==> config.mk <==
export PLATFORM = sky130hd
export DESIGN_NAME = ma_stream_arbiter
export DESIGN_NICKNAME = d
export VERILOG_FILES = /design/src/rtl/ma_stream_arbiter.sv
export SDC_FILE = /design/constraint.sdc
export NUM_CORES = 1
export LEC_CHECK = 0
export CELL_PAD_IN_SITES_DETAIL_PLACEMENT = 0
export CELL_PAD_IN_SITES_GLOBAL_PLACEMENT = 1
export CORE_UTILIZATION = 18
export DETAILED_ROUTE_END_ITERATION = 10
export GPL_ROUTABILITY_DRIVEN = 0
export HOLD_SLACK_MARGIN = 0.05
export PLACE_DENSITY_LB_ADDON = 0.1
export SYNTH_ARGS = -nofsm -noshare
export SYNTH_HDL_FRONTEND = slang
export SYNTH_SLANG_ARGS = --single-unit
==> constraint.sdc <==
create_clock -name s_aclk -period 3.35 [get_ports s_aclk]
set_input_delay 0.8375 -clock s_aclk [delete_from_list [all_inputs] [get_ports s_aclk]]
set_output_delay 0.8375 -clock s_aclk [all_outputs]
set_load 0.1 [all_outputs]
==> src/rtl/ma_stream_arbiter.sv <==
// Round-robin per-packet arbiter sharing one moving-average engine between NUM_CH streams.
// Results are tagged with their source channel via an ID FIFO. Optional counters: MA_ARB_STATS_EN.
module ma_stream_arbiter #(
  parameter int NUM_CH   = 4,
  parameter int DATA_W   = 32,
  parameter int ID_DEPTH = 4
) (
  input  logic                       s_aclk,
  input  logic                       s_areset,
  input  logic [NUM_CH-1:0]          s_axis_tvalid,
  input  logic [NUM_CH*DATA_W-1:0]   s_axis_tdata,
  input  logic [NUM_CH-1:0]          s_axis_tlast,
  output logic [NUM_CH-1:0]          s_axis_tready,
  output logic                       e_axis_tvalid,
  output logic [DATA_W-1:0]          e_axis_tdata,
  output logic                       e_axis_tlast,
  input  logic                       e_axis_tready,
  input  logic                       r_axis_tvalid,
  input  logic [DATA_W-1:0]          r_axis_tdata,
  input  logic                       r_axis_tlast,
  output logic                       r_axis_tready,
  output logic                       m_axis_tvalid,
  output logic [DATA_W-1:0]          m_axis_tdata,
  output logic                       m_axis_tlast,
  output logic [$clog2(NUM_CH)-1:0]  m_axis_tdest,
  input  logic                       m_axis_tready,
  output logic                       err_underflow,
  output logic [NUM_CH*16-1:0]       stat_beats
);

  // state | meaning
  // IDLE  | no owner; next requester is picked round-robin starting at rr_ptr
  // LOCK  | grant owns the engine input until its tlast beat is accepted

  localparam int CH_W  = $clog2(NUM_CH);
  localparam int PTR_W = $clog2(ID_DEPTH);
  localparam int CNT_W = PTR_W + 1;

  typedef enum logic {ST_IDLE, ST_LOCK} state_t;

  state_t            state_q, state_d;
  logic [CH_W-1:0]   grant_q, grant_d;
  logic [CH_W-1:0]   rr_ptr_q, rr_ptr_d;
  logic [CH_W-1:0]   id_mem_q [ID_DEPTH];
  logic [CH_W-1:0]   id_mem_d [ID_DEPTH];
  logic [PTR_W-1:0]  wr_ptr_q, wr_ptr_d;
  logic [PTR_W-1:0]  rd_ptr_q, rd_ptr_d;
  logic [CNT_W-1:0]  count_q, count_d;
  logic              err_q, err_d;

  logic              fifo_empty, fifo_full, push, pop;
  logic [CH_W-1:0]   pick, cand;

  assign fifo_empty = (count_q == '0);
  assign fifo_full  = (count_q == CNT_W'(ID_DEPTH));

  always_comb begin
    s_axis_tready = '0;
    e_axis_tvalid = 1'b0;
    e_axis_tdata  = '0;
    e_axis_tlast  = 1'b0;
    for (int k = 0; k < NUM_CH; k++) begin
      if (grant_q == CH_W'(k)) begin
        e_axis_tdata = s_axis_tdata[k*DATA_W +: DATA_W];
        e_axis_tlast = s_axis_tlast[k];
        if (state_q == ST_LOCK) begin
          e_axis_tvalid    = s_axis_tvalid[k] & ~fifo_full;
          s_axis_tready[k] = e_axis_tready & ~fifo_full;
        end
      end
    end
  end

  assign push = e_axis_tvalid & e_axis_tready;

  // An empty FIFO means any result is orphaned: swallow it so the engine never stalls on it.
  assign m_axis_tvalid = r_axis_tvalid & ~fifo_empty;
  assign m_axis_tdata  = r_axis_tdata;
  assign m_axis_tlast  = r_axis_tlast;
  assign m_axis_tdest  = id_mem_q[rd_ptr_q];
  assign r_axis_tready = fifo_empty ? r_axis_tvalid : m_axis_tready;
  assign pop           = r_axis_tvalid & m_axis_tready & ~fifo_empty;
  assign err_underflow = err_q;

  always_comb begin
    state_d  = state_q;
    grant_d  = grant_q;
    rr_ptr_d = rr_ptr_q;
    pick     = rr_ptr_q;
    cand     = '0;
    for (int i = NUM_CH - 1; i >= 0; i--) begin
      cand = CH_W'((int'(rr_ptr_q) + i) % NUM_CH);
      if (s_axis_tvalid[cand]) pick = cand;
    end
    case (state_q)
      ST_IDLE: begin
        if (|s_axis_tvalid) begin
          grant_d = pick;
          state_d = ST_LOCK;
        end
      end
      ST_LOCK: begin
        if (push && e_axis_tlast) begin
          rr_ptr_d = (grant_q == CH_W'(NUM_CH - 1)) ? '0 : grant_q + CH_W'(1);
          state_d  = ST_IDLE;
        end
      end
      default: state_d = ST_IDLE;
    endcase

    id_mem_d = id_mem_q;
    if (push) id_mem_d[wr_ptr_q] = grant_q;
    wr_ptr_d = wr_ptr_q + PTR_W'(push);
    rd_ptr_d = rd_ptr_q + PTR_W'(pop);
    count_d  = count_q + CNT_W'(push) - CNT_W'(pop);
    err_d    = err_q | (r_axis_tvalid & fifo_empty);
  end

  always_ff @(posedge s_aclk or posedge s_areset) begin
    if (s_areset) begin
      state_q  <= ST_IDLE;
      grant_q  <= '0;
      rr_ptr_q <= '0;
      wr_ptr_q <= '0;
      rd_ptr_q <= '0;
      count_q  <= '0;
      err_q    <= 1'b0;
      for (int i = 0; i < ID_DEPTH; i++) id_mem_q[i] <= '0;
    end else begin
      state_q  <= state_d;
      grant_q  <= grant_d;
      rr_ptr_q <= rr_ptr_d;
      wr_ptr_q <= wr_ptr_d;
      rd_ptr_q <= rd_ptr_d;
      count_q  <= count_d;
      err_q    <= err_d;
      id_mem_q <= id_mem_d;
    end
  end

`ifdef MA_ARB_STATS_EN
  logic [15:0] stat_q [NUM_CH];
  logic [15:0] stat_d [NUM_CH];

  always_comb begin
    for (int k = 0; k < NUM_CH; k++) begin
      stat_d[k] = stat_q[k];
      if (push && grant_q == CH_W'(k) && stat_q[k] != 16'hFFFF) stat_d[k] = stat_q[k] + 16'd1;
    end
  end

  always_ff @(posedge s_aclk or posedge s_areset) begin
    if (s_areset) begin
      for (int k = 0; k < NUM_CH; k++) stat_q[k] <= '0;
    end else begin
      stat_q <= stat_d;
    end
  end

  for (genvar k = 0; k < NUM_CH; k++) begin : g_stat
    assign stat_beats[k*16 +: 16] = stat_q[k];
  end
`else
  assign stat_beats = '0;
`endif

endmodule
After elaboration in Yosys (flattened, before gate mapping)
Cells that the tools add are included.
{"block": "word_totals", "latchBits": 0, "ff_bits": 21, "ramBits": 0, "out_inout_bits": 140, "mem_bits_ro": 0, "memories": 0}
{"block": "op_classes", "addsub": 8, "n_div": 0, "n_mux": 44, "order_cmp": 7, "n_reduce_logical": 7, "shift": 0, "eq_ne": 4, "bitwise": 16, "n_mul": 0}
{"operator": "$mux W32", "count": 4}
{"operator": "$mux W1", "count": 24}
{"operator": "$mux W2", "count": 8}
{"operator": "$lt A2 B3 Y1 const B", "count": 4}
{"operator": "$and A1 B1 Y1", "count": 10}
{"operator": "$bmux W1 S2", "count": 4}
{"operator": "$bwmux W8", "count": 1}
{"operator": "$ge A3 B3 Y1 const B", "count": 2}
{"operator": "$not A2 Y3", "count": 2}
{"operator": "$add A2 B1 Y2", "count": 2}
{"operator": "$add A2 B1 Y2 const B", "count": 2}
{"operator": "$add A2 B2 Y2 const B", "count": 2}
{"operator": "$bmux W2 S2", "count": 1}
{"operator": "$demux W2 S2", "count": 1}
{"operator": "$eq A2 B2 Y1 const B", "count": 2}
{"operator": "$reduce_and A2 Y1", "count": 2}
{"operator": "$reduce_or A4 Y1", "count": 1}
{"operator": "$add A3 B1 Y3", "count": 1}
{"operator": "$eq A3 B3 Y1 const B", "count": 1}
{"operator": "$logic_not A3 Y1", "count": 1}
{"operator": "$lt A3 B1 Y1 const B", "count": 1}
{"operator": "$not A1 Y1", "count": 3}
{"operator": "$sub A3 B1 Y3", "count": 1}
{"operator": "$eq A2 B1 Y1 const B", "count": 1}
{"operator": "4 further kinds", "count": 5}

Depth between registers and ports, before layout
Gate-level depths: netlist of run 1.
{"block": "depth", "ltp_word": 15, "mapped_depth": 13, "mapped_depth_nobuf": 11}

Worst setup path before layout of run 1
OpenSTA, ideal clock, no wires.
{"block": "synth_timing", "kind": "flip-flop to output port", "startpoint": "register grant_q[0]", "endpoint": "output e_axis_tvalid", "arrival_time_ps": 3180, "path_stages_with_launch": 6, "required_ps": 2513, "path_slack_ps": -668, "cell_sequence": "dfrtp_1 -> inv_1 -> ha_1 -> and4bb_1 -> a2111oi_1 -> nor3_1"}
{"block": "synth_between", "elab_chain_cells": 8}
{"item": "start: declaration", "line_no": "42", "text": "logic [CH_W-1:0] grant_q, grant_d;"}
{"item": "start signal: assignment", "line_no": "131", "text": "grant_q <= grant_d;"}
{"item": "$logic_not A2 Y1", "line_no": "63", "text": "if (grant_q == CH_W'(k)) begin"}
{"item": "$mux W1", "line_no": "63"}
{"item": "$mux W1", "line_no": "66", "text": "if (state_q == ST_LOCK) begin"}
{"item": "$mux W1", "line_no": "63"}
{"item": "$mux W1", "line_no": "66"}
{"item": "$mux W1", "line_no": "63"}
{"item": "$mux W1", "line_no": "66"}
{"item": "$mux W1 *", "line_no": "63"}
{"item": "end: declaration", "line_no": "14", "text": "output logic e_axis_tvalid,"}
Every way passes the cells marked *; elsewhere a longest branch is shown, timed or not.

Worst setup path after layout of run 1
{"block": "layout_timing", "startpoint": "register grant_q[0]", "endpoint": "output e_axis_tdata[26]"}
{"block": "layout_between", "elab_chain_cells": 5}
{"item": "$logic_not A2 Y1", "line_no": "63"}
{"item": "$mux W32 (3 in series)", "line_no": "63"}
{"item": "$mux W32 *", "line_no": "63"}
{"item": "end: declaration", "line_no": "15", "text": "output logic [DATA_W-1:0] e_axis_tdata,"}
Marks and branches as above.

==> metrics.txt, run 1 <==
Slew @ Worst Pin 0.830 ns; htree depth 1; CTS Buffer Depth 2; CTS tree yes; Max Clock Skew 0.00277 ns; fin crit period 3.16 ns; initial core utilization 18.7%; fin cells 770; fillers 1721; syn_area_per_cell 7.18 um2; Worst Path Arrival 2.32 ns; Crit path required time 2.51 ns; unrepaired setup endpoints after global routing false; Final Hold Viols 0; CTS Buf Count 3; prevailing post-synth register cell dfrtp_1; commonest non-fill, non-tap cell in the layout clkdlybuf4s50_1; total wire length 11.3 mm; Clock transition at path regs 0.06 ns; Routed Antenna Nets 0; final worst slack 0.190 ns; Synth Area in Simple Gates 23.3%; # hold bufs at CTS 0; initial antenna violation count 0; Ports 314; FF-to-FF setup slack 0.23 ns; Min-Delay Path Class flip-flop to flip-flop; Die Y 131 um; largest net degree at the start of global routing 68; worst-path fanout max 67; status finished, final reports clean; mux share of post-synthesis cell area 6.45%; Routed wire per std cell 14.7 um; Post-Synth XOR/XNOR Area 1.16%; first-pass GRT wire length 17.2 mm; Row Count 46; commonest cells after routing, fill and taps aside clkdlybuf4s50_1 (140), nand2_1 (65), a21oi_1 (65); hold depth 1; Hold EP err_underflow; pre-CTS setup slack -0.0647 ns; Setup-failing EPs final 0; WHS 0.475 ns; core box area 0.0161 mm2; main combinational cell family by area after synthesis buffers and inverters; design area 0.00524 mm2; startpoint types flip-flop; Syn-to-layout area delta 74.2%; DP HPWL 9.05 mm; global route overflow 0; # clock sinks 21; EDFF count, synth 0; Nets 738; register area share after synthesis 17.5%; post-CTS setup buffer count 0; clock root buffer clkbuf_16; Seq cells post-synth 21; Worst setup EP type primary output; Via Count 3134; r2r startpoint grant_q[0]; DRT iter0 DRCs 67; vias in the first global route 3026; drt drc 0; total track usage 12.6%; Antenna diodes 0; width of the chip 131 um; Max-Cap Viols 0; via/cell ratio 4.07; Synth Area in Adders 3.99%; # placed instances 766; fmax 316 MHz; fin crit share 94.3%; Skew-Pair Late Insertion Delay 0.25 ns; Synth Area in Compound Gates 18.6%; Pins Over Slew Limit 0; I/O Buffers 183; Synth cell types 44; hold_sp err_underflow; worst setup path class flip-flop to primary output; die area 0.0172 mm2; DRT Pass-1 Iters 4; Placed Area 0.00515 mm2; Worst R2R End count_q[2]; synth warn 0; Synth async-reset ratio 100%; layout cell share with drive strength beyond 1 19.3%; Synth Instances 419; worst reg2reg path depth 12; Slew Limit Headroom 44.6%; Post-Synthesis Cell Area 0.00301 mm2
critical path, stage by stage, from the launching register on:
cell and delay [ns]:
dfrtp_1 0.51, inv_1 0.17, ha_2 0.23, buf_6 0.43
a21oi_1 0.15, a21oi_1 0.23, o21ai_2 0.10, buf_12 0.18
registers in the layout, summed over array words and instances (netlist names):
register / count
id_mem_q: 8
count_q: 3
grant_q: 2
rd_ptr_q: 2
rr_ptr_q: 2
wr_ptr_q: 2
err_underflow: 1
state_q: 1
cell families (layout without fill, tap and decap cells):
kind of cell               count (synthesis)  after routing
DFF                                       21             21
other                                      1             64
muxes                                     14             14
and+or+nand+nor                          130            130
AOI/OAI and AO/OA                        107            107
xor gates and xnor gates                   4              4
buffers and inverters                    133            205
adders and majority gates                  9              9
through the flow:
stage | util [%] | TNS [ns]
6_report | 32.5 | 0
3_3_place_gp | 31.9 | -0.0178
3_5_place_dp | 31.9 | -0.0647
4_1_cts | 32.5 | 0
5_1_grt | 32.5 | 0
2_1_floorplan | - | 0
synthesized netlist by cell type, drive strengths merged (3+ instances only):
library cell	n	area share (%)
dfrtp	21	17
nor3	3	0.50
nand3b	31	7.7
buf	100	25
mux2	11	4.6
nor2b	6	1.2
nand2	65	8.1
clkbuf	24	3.0
a22oi	3	0.75
ha	8	3.3
nor3b	3	1.1
o21ai	33	5.5
nor2	7	0.87
a21oi	66	11
and2	5	1.0
inv	9	1.1
worst max path at each step:
stage,start,to
detailed placement,s_axis_tvalid[0],count_q[2]
global route,grant_q[0],e_axis_tlast
CTS,grant_q[0],e_axis_tdata[26]
global placement,s_axis_tvalid[0],count_q[2]
finish,grant_q[0],e_axis_tdata[26]
floorplan,grant_q[0],e_axis_tvalid
what timing repair did:
action | in CTS | in global routing
endpoints found under the setup margin | 1 | 27
cloned | 0 | 0
gates resized for setup | 1 | 4
layout make-up:
cell class | instances | area (um2) | area share, %
inverters | 9 | 33.8 | 0.645
multi-input cells | 328 | 2000 | 38.2
clock inverters | 1 | 5.00 | 0.0955
repair buffers | 192 | 2330 | 44.4
flip-flops and latches | 21 | 526 | 10.0
well taps | 216 | 270 | 5.16
clock buffers | 3 | 75.1 | 1.43
per-layer routing:
layer	GRT usage, %	wire, um
met5	0	0
met4	3.23	218
met3	2.08	680
met2	24.4	6070
met1	14.1	4350
Power of run 1 is left out: the tool's default activity adds up to more than one toggle a clock period on the data nets, which glitch-free logic cannot reach.
==> run 2, diff against run 1 <==
HOLD_SLACK_MARGIN = 0.03   (was 0.05)
==> results of run 2 <==
No change in the layout: final DEF, timing and power equal those of run 1.
Power of run 2 is left out for the same reason.
==> edit 1, RTL diff (flow settings as in run 2) <==
Build with the macro `MA_ARB_STATS_EN` defined.
--- a/src/rtl/ma_stream_arbiter.sv
+++ b/src/rtl/ma_stream_arbiter.sv
@@ -1,5 +1,7 @@
 // Round-robin per-packet arbiter sharing one moving-average engine between NUM_CH streams.
 // Results are tagged with their source channel via an ID FIFO. Optional counters: MA_ARB_STATS_EN.
+`define MA_ARB_STATS_EN
+
 module ma_stream_arbiter #(
   parameter int NUM_CH   = 4,
   parameter int DATA_W   = 32,
Function: changed (a bounded check fails within 4 cycles, from zero or initial values and one cycle with s_areset high).
==> edit 1 against run 2 <==
  * Area after synthesis is 78% higher
  * Count of clock-buffer cells in the layout increased by 7
  * Final area grew 69%
  * Sequential share of layout area up 14 points
  * Wire length rose by 77%
  * Critical endpoint is now e_axis_tvalid
  * Worst setup slack got worse by 150 ps
  * Sequential cell count is 64 higher
  * Cell count grew 56%
==> edit 1: results (changes against run 2) <==
| Metric | Value |
|---|---|
| Status | `completed` |
| ClkCell Share | `0.0310 (+0.0157)` |
| Inverters | `19 (+10)` |
| Worst-Margin Slew | `948 ps (+119 ps)` |
| TritonCTS buffer count | `9 (+6)` |
| Fraction of area in multi-input gates | `0.337 (-0.0453)` |
| Synth Area in Compound Gates | `0.138 (-0.0477)` |
| I/O Buffers | `247 (+35%)` |
| Unique masters post-synth | `48 (+9.1%)` |
| Met2 wire length | `9.66 mm (+59%)` |
| Drt via density | `4.36 (+7.2%)` |
| Synth top area cells | `dfrtp_1 40%, xnor2_1 5.7%, buf_4 4.6%` |
| Proportion of layout cells with a drive suffix above 1 | `0.255 (+0.0614)` |
| Pin count of the biggest net entering global routing | `86 (+26%)` |
| Non-CTS buffers | `266 (+39%)` |
| First DRT Iteration DRCs | `195 (+190%)` |
| Data buffer area share | `0.329 (-0.116)` |
| Placed Area | `8550 µm² (+66%)` |
| Post-synthesis mux area share | `0.0483 (-0.0162)` |
| Largest register FFs | `64 (+56)` |
| Post-DP HPWL | `15.4 mm (+71%)` |
| Avg Cell Area, Syn | `8.91 µm² (+24%)` |
| Worst Path Arrival | `2470 ps (+150 ps)` |
| Met1 usage | `0.164 (+0.0237)` |
| Clkbuf count | `10 (+7)` |
| Seq. cell area | `2130 µm² (+300%)` |
| Synth area leader | `dfrtp_1` |
| Synth Area in XOR/XNOR | `0.0914 (+0.0797)` |
| H-tree lvl count | `3 (+2)` |
| Placed Cells | `1190 (+55%)` |
| Met2 Usage GRT | `0.225 (-0.0190)` |
| Setup ws final | `40.1 ps (-150 ps)` |
| Vias in the first global route | `5387 (+78%)` |
| Worst hold margin | `467 ps (-8.45 ps)` |
| Fill cell count | `3062 (+78%)` |
| Adder-cell share of the synthesized area | `0.0317 (-0.00822)` |
| Top cells by count, synth | `85 x dfrtp_1, 60 x nand2_1, 48 x nor2_1` |
| #MultiIn Comb | `436 (+33%)` |
| First-pass GRT wire length | `31.2 mm (+81%)` |
| Synth Instances | `602 (+44%)` |
| Total number of sequential cells | `85 (+300%)` |
| GRT Total Usage | `0.130 (+0.00426)` |
| Worst slack at placement | `-10.7 ps (+54.0 ps)` |
| Routed WL per cell | `16.6 µm (+13%)` |
| Met3 usage | `0.0248 (+0.00397)` |
==> edit 1: cell count changes in the layout (fill, tap and decap cells not counted), sizes merged, moves of 29 or more <==
cell	run 2	this run
dfrtp	21	85
a21oi	66	35
nand3b	31	0
a22oi	3	32
xnor2	2	35
buf	52	126
nor2	7	48
conb	64	0
==> edit 1: worst max-delay path, cell delays in order <==
cell and delay [ps]:
clkdlybuf4s50_1 440, and3b_1 220, o41a_1 440, buf_4 150, and3_1 200, buf_12 170
==> edit 1: worst max path at each step <==
| stage | from | to | depth (start not counted) |
|---|---|---|---|
| 2_1_floorplan | grant_q[0] | e_axis_tdata[1] | 9 |
| 3_3_place_gp | s_axis_tvalid[0] | e_axis_tvalid | 6 |
| 3_5_place_dp | s_axis_tvalid[0] | count_q[2] | 11 |
| 4_1_cts | grant_q[1] | e_axis_tdata[18] | 9 |
| 5_1_grt | s_axis_tvalid[1] | e_axis_tvalid | 6 |
| 6_report | s_axis_tvalid[1] | e_axis_tvalid | 6 |
==> edit 2, RTL diff (flow settings as in run 2) <==
Made on the original files. Put one more register stage on the output `err_underflow`, with the module's reset. The value now appears one clock later. The other outputs are not delayed to match.
--- a/src/rtl/ma_stream_arbiter.sv
+++ b/src/rtl/ma_stream_arbiter.sv
@@ -80,7 +80,13 @@
   assign m_axis_tdest  = id_mem_q[rd_ptr_q];
   assign r_axis_tready = fifo_empty ? r_axis_tvalid : m_axis_tready;
   assign pop           = r_axis_tvalid & m_axis_tready & ~fifo_empty;
-  assign err_underflow = err_q;
+  always_ff @(posedge s_aclk or posedge s_areset) begin
+    if (s_areset) begin
+      err_underflow <= '0;
+    end else begin
+      err_underflow <= err_q;
+    end
+  end
 
   always_comb begin
     state_d  = state_q;
Check against the original RTL: not equivalent (Yosys sat finds a counterexample within 4 cycles, from zero or initial values and one cycle with s_areset high).
==> edit 2 against run 2 <==
  * Non-clock buffer count rose by 1
  * Area after synthesis up 0.83%
  * Critical path type is now input port to output port
  * Worst setup slack improved by 9.3 ps
  * Sequential cell count rose by 1
  * Clock skew increased by 1.7 ps
  * Final area up 1.0%
  * Wire length fell by 4.2%
Power is not shown: default switching activity piles up to over one toggle a cycle in this logic, so the estimate is an artifact.
==> edit 2: results (changes against run 2) <==
| Metric | Value |
|---|---|
| Top cells by count, synth | `98 x buf_4, 66 x a21oi_1, 65 x nand2_1` |
| GRT Total Usage | `0.118 (-0.00799)` |
| Post-synthesis sequential area ratio | `0.182 (+0.00681)` |
| Routed WL per cell | `14.0 µm (-4.9%)` |
| Proportion of layout cells with a drive suffix above 1 | `0.192 (-0.000695)` |
| First-pass GRT wire length | `16.2 mm (-5.5%)` |
| Synth Instances | `420 (+0.24%)` |
| Reg clk slew, reported paths | `60 ps (about the same)` |
| Clock sink total | `22 (+4.8%)` |
| Pin count of the biggest net entering global routing | `68 (unchanged)` |
| Drt drc | `0 (unchanged)` |
| Post-CTS sizing | `0 (-1)` |
| Status | `completed` |
| Post-DP HPWL | `8.75 mm (-3.4%)` |
| Worst slack at placement | `-44.1 ps (+20.7 ps)` |
| Inserted Diodes | `0 (unchanged)` |
| Worst clock skew | `4.43 ps (+1.66 ps)` |
| Prevailing post-synth register cell | `dfrtp_1` |
| Fill cell count | `1738 (+0.99%)` |
| Detailed Route WL | `10.8 mm (-4.2%)` |
| Crit Path Max Fanout | `2 (-97%)` |
| Worst-Margin Slew | `824 ps (-5.17 ps)` |
| Top Registers | `id_mem_q: 8 flops, count_q: 3 flops` |
| First DRT Iteration DRCs | `67 (unchanged)` |
| Final nets | `740 (+0.27%)` |
| Vias in the first global route | `2968 (-1.9%)` |
| Synth top area cells | `buf_4 24%, dfrtp_1 18%, a21oi_1 11%` |
| Placed Area | `5180 µm² (+0.73%)` |
| Placed Cells | `772 (+0.78%)` |
| Via count | `3072 (-2.0%)` |
| Final Instance Area | `5290 µm² (+1.0%)` |
| Slowest cell on the critical path | `a2111oi_1` |
| Worst stage delay on the critical path | `430 ps (-80 ps)` |
-- edit 2: logic make-up (layout without fill, tap and decap cells) --
group,count (synthesis),in the layout,synth area share
buffers and inverters,133,206,0.286
AND/OR/NAND/NOR,130,130,0.231
multiplexers,14,14,0.0639
other,1,64,0.00124
adder cells (fa/ha/maj),9,9,0.0396
flip-flops,22,22,0.182
XOR/XNOR,4,4,0.0116
AO/OA/AOI/OAI,107,107,0.184
-- edit 2: path summary, 6_finish.rpt --
| kind | slack [ps] | cells after the start | endpoint | start |
|---|---|---|---|---|
| max | 200 | 6 | e_axis_tvalid | s_axis_tvalid[0] |
| min | 380 | 0 | err_underflow | err_q |
| max reg2reg | 280 | 12 | count_q[2] | grant_q[0] |
| min reg2reg | 380 | 0 | err_underflow | err_q |
| max in group asynchronous | 1790 | 2 | id_mem_q[2] | s_areset |
| min in group asynchronous | 1050 | 2 | id_mem_q[3] | s_areset |
-- edit 2: layout make-up --
class | instances | share of cell area
sequential | 22 | 0.104
tap | 220 | 0.0520
clock inverter | 1 | 0.00567
clock buffer | 3 | 0.0142
inverter | 9 | 0.00638
multi-input combinational | 328 | 0.378
timing repair buffer | 193 | 0.440
-- edit 2: layer usage --
metal,GRT usage,vias to the layer above,wire length (µm),part of all wire
li1,-,1537,-,-
met1,0.125,1366,4020,0.37
met2,0.239,147,5980,0.55
met3,0.0211,22,711,0.066
met4,0.0245,0,129,0.012
met5,0,-,0,0
-- edit 2: worst reg2reg max path: cells and delay by family (launching register included) --
kind / cells / cell delay, ps
AND/OR/NAND/NOR: 2 / 650
AO/OA/AOI/OAI: 1 / 60
XOR/XNOR: 2 / 310
buffers and inverters: 3 / 330
adder cells (fa/ha/maj): 4 / 1070
flip-flops: 1 / 560
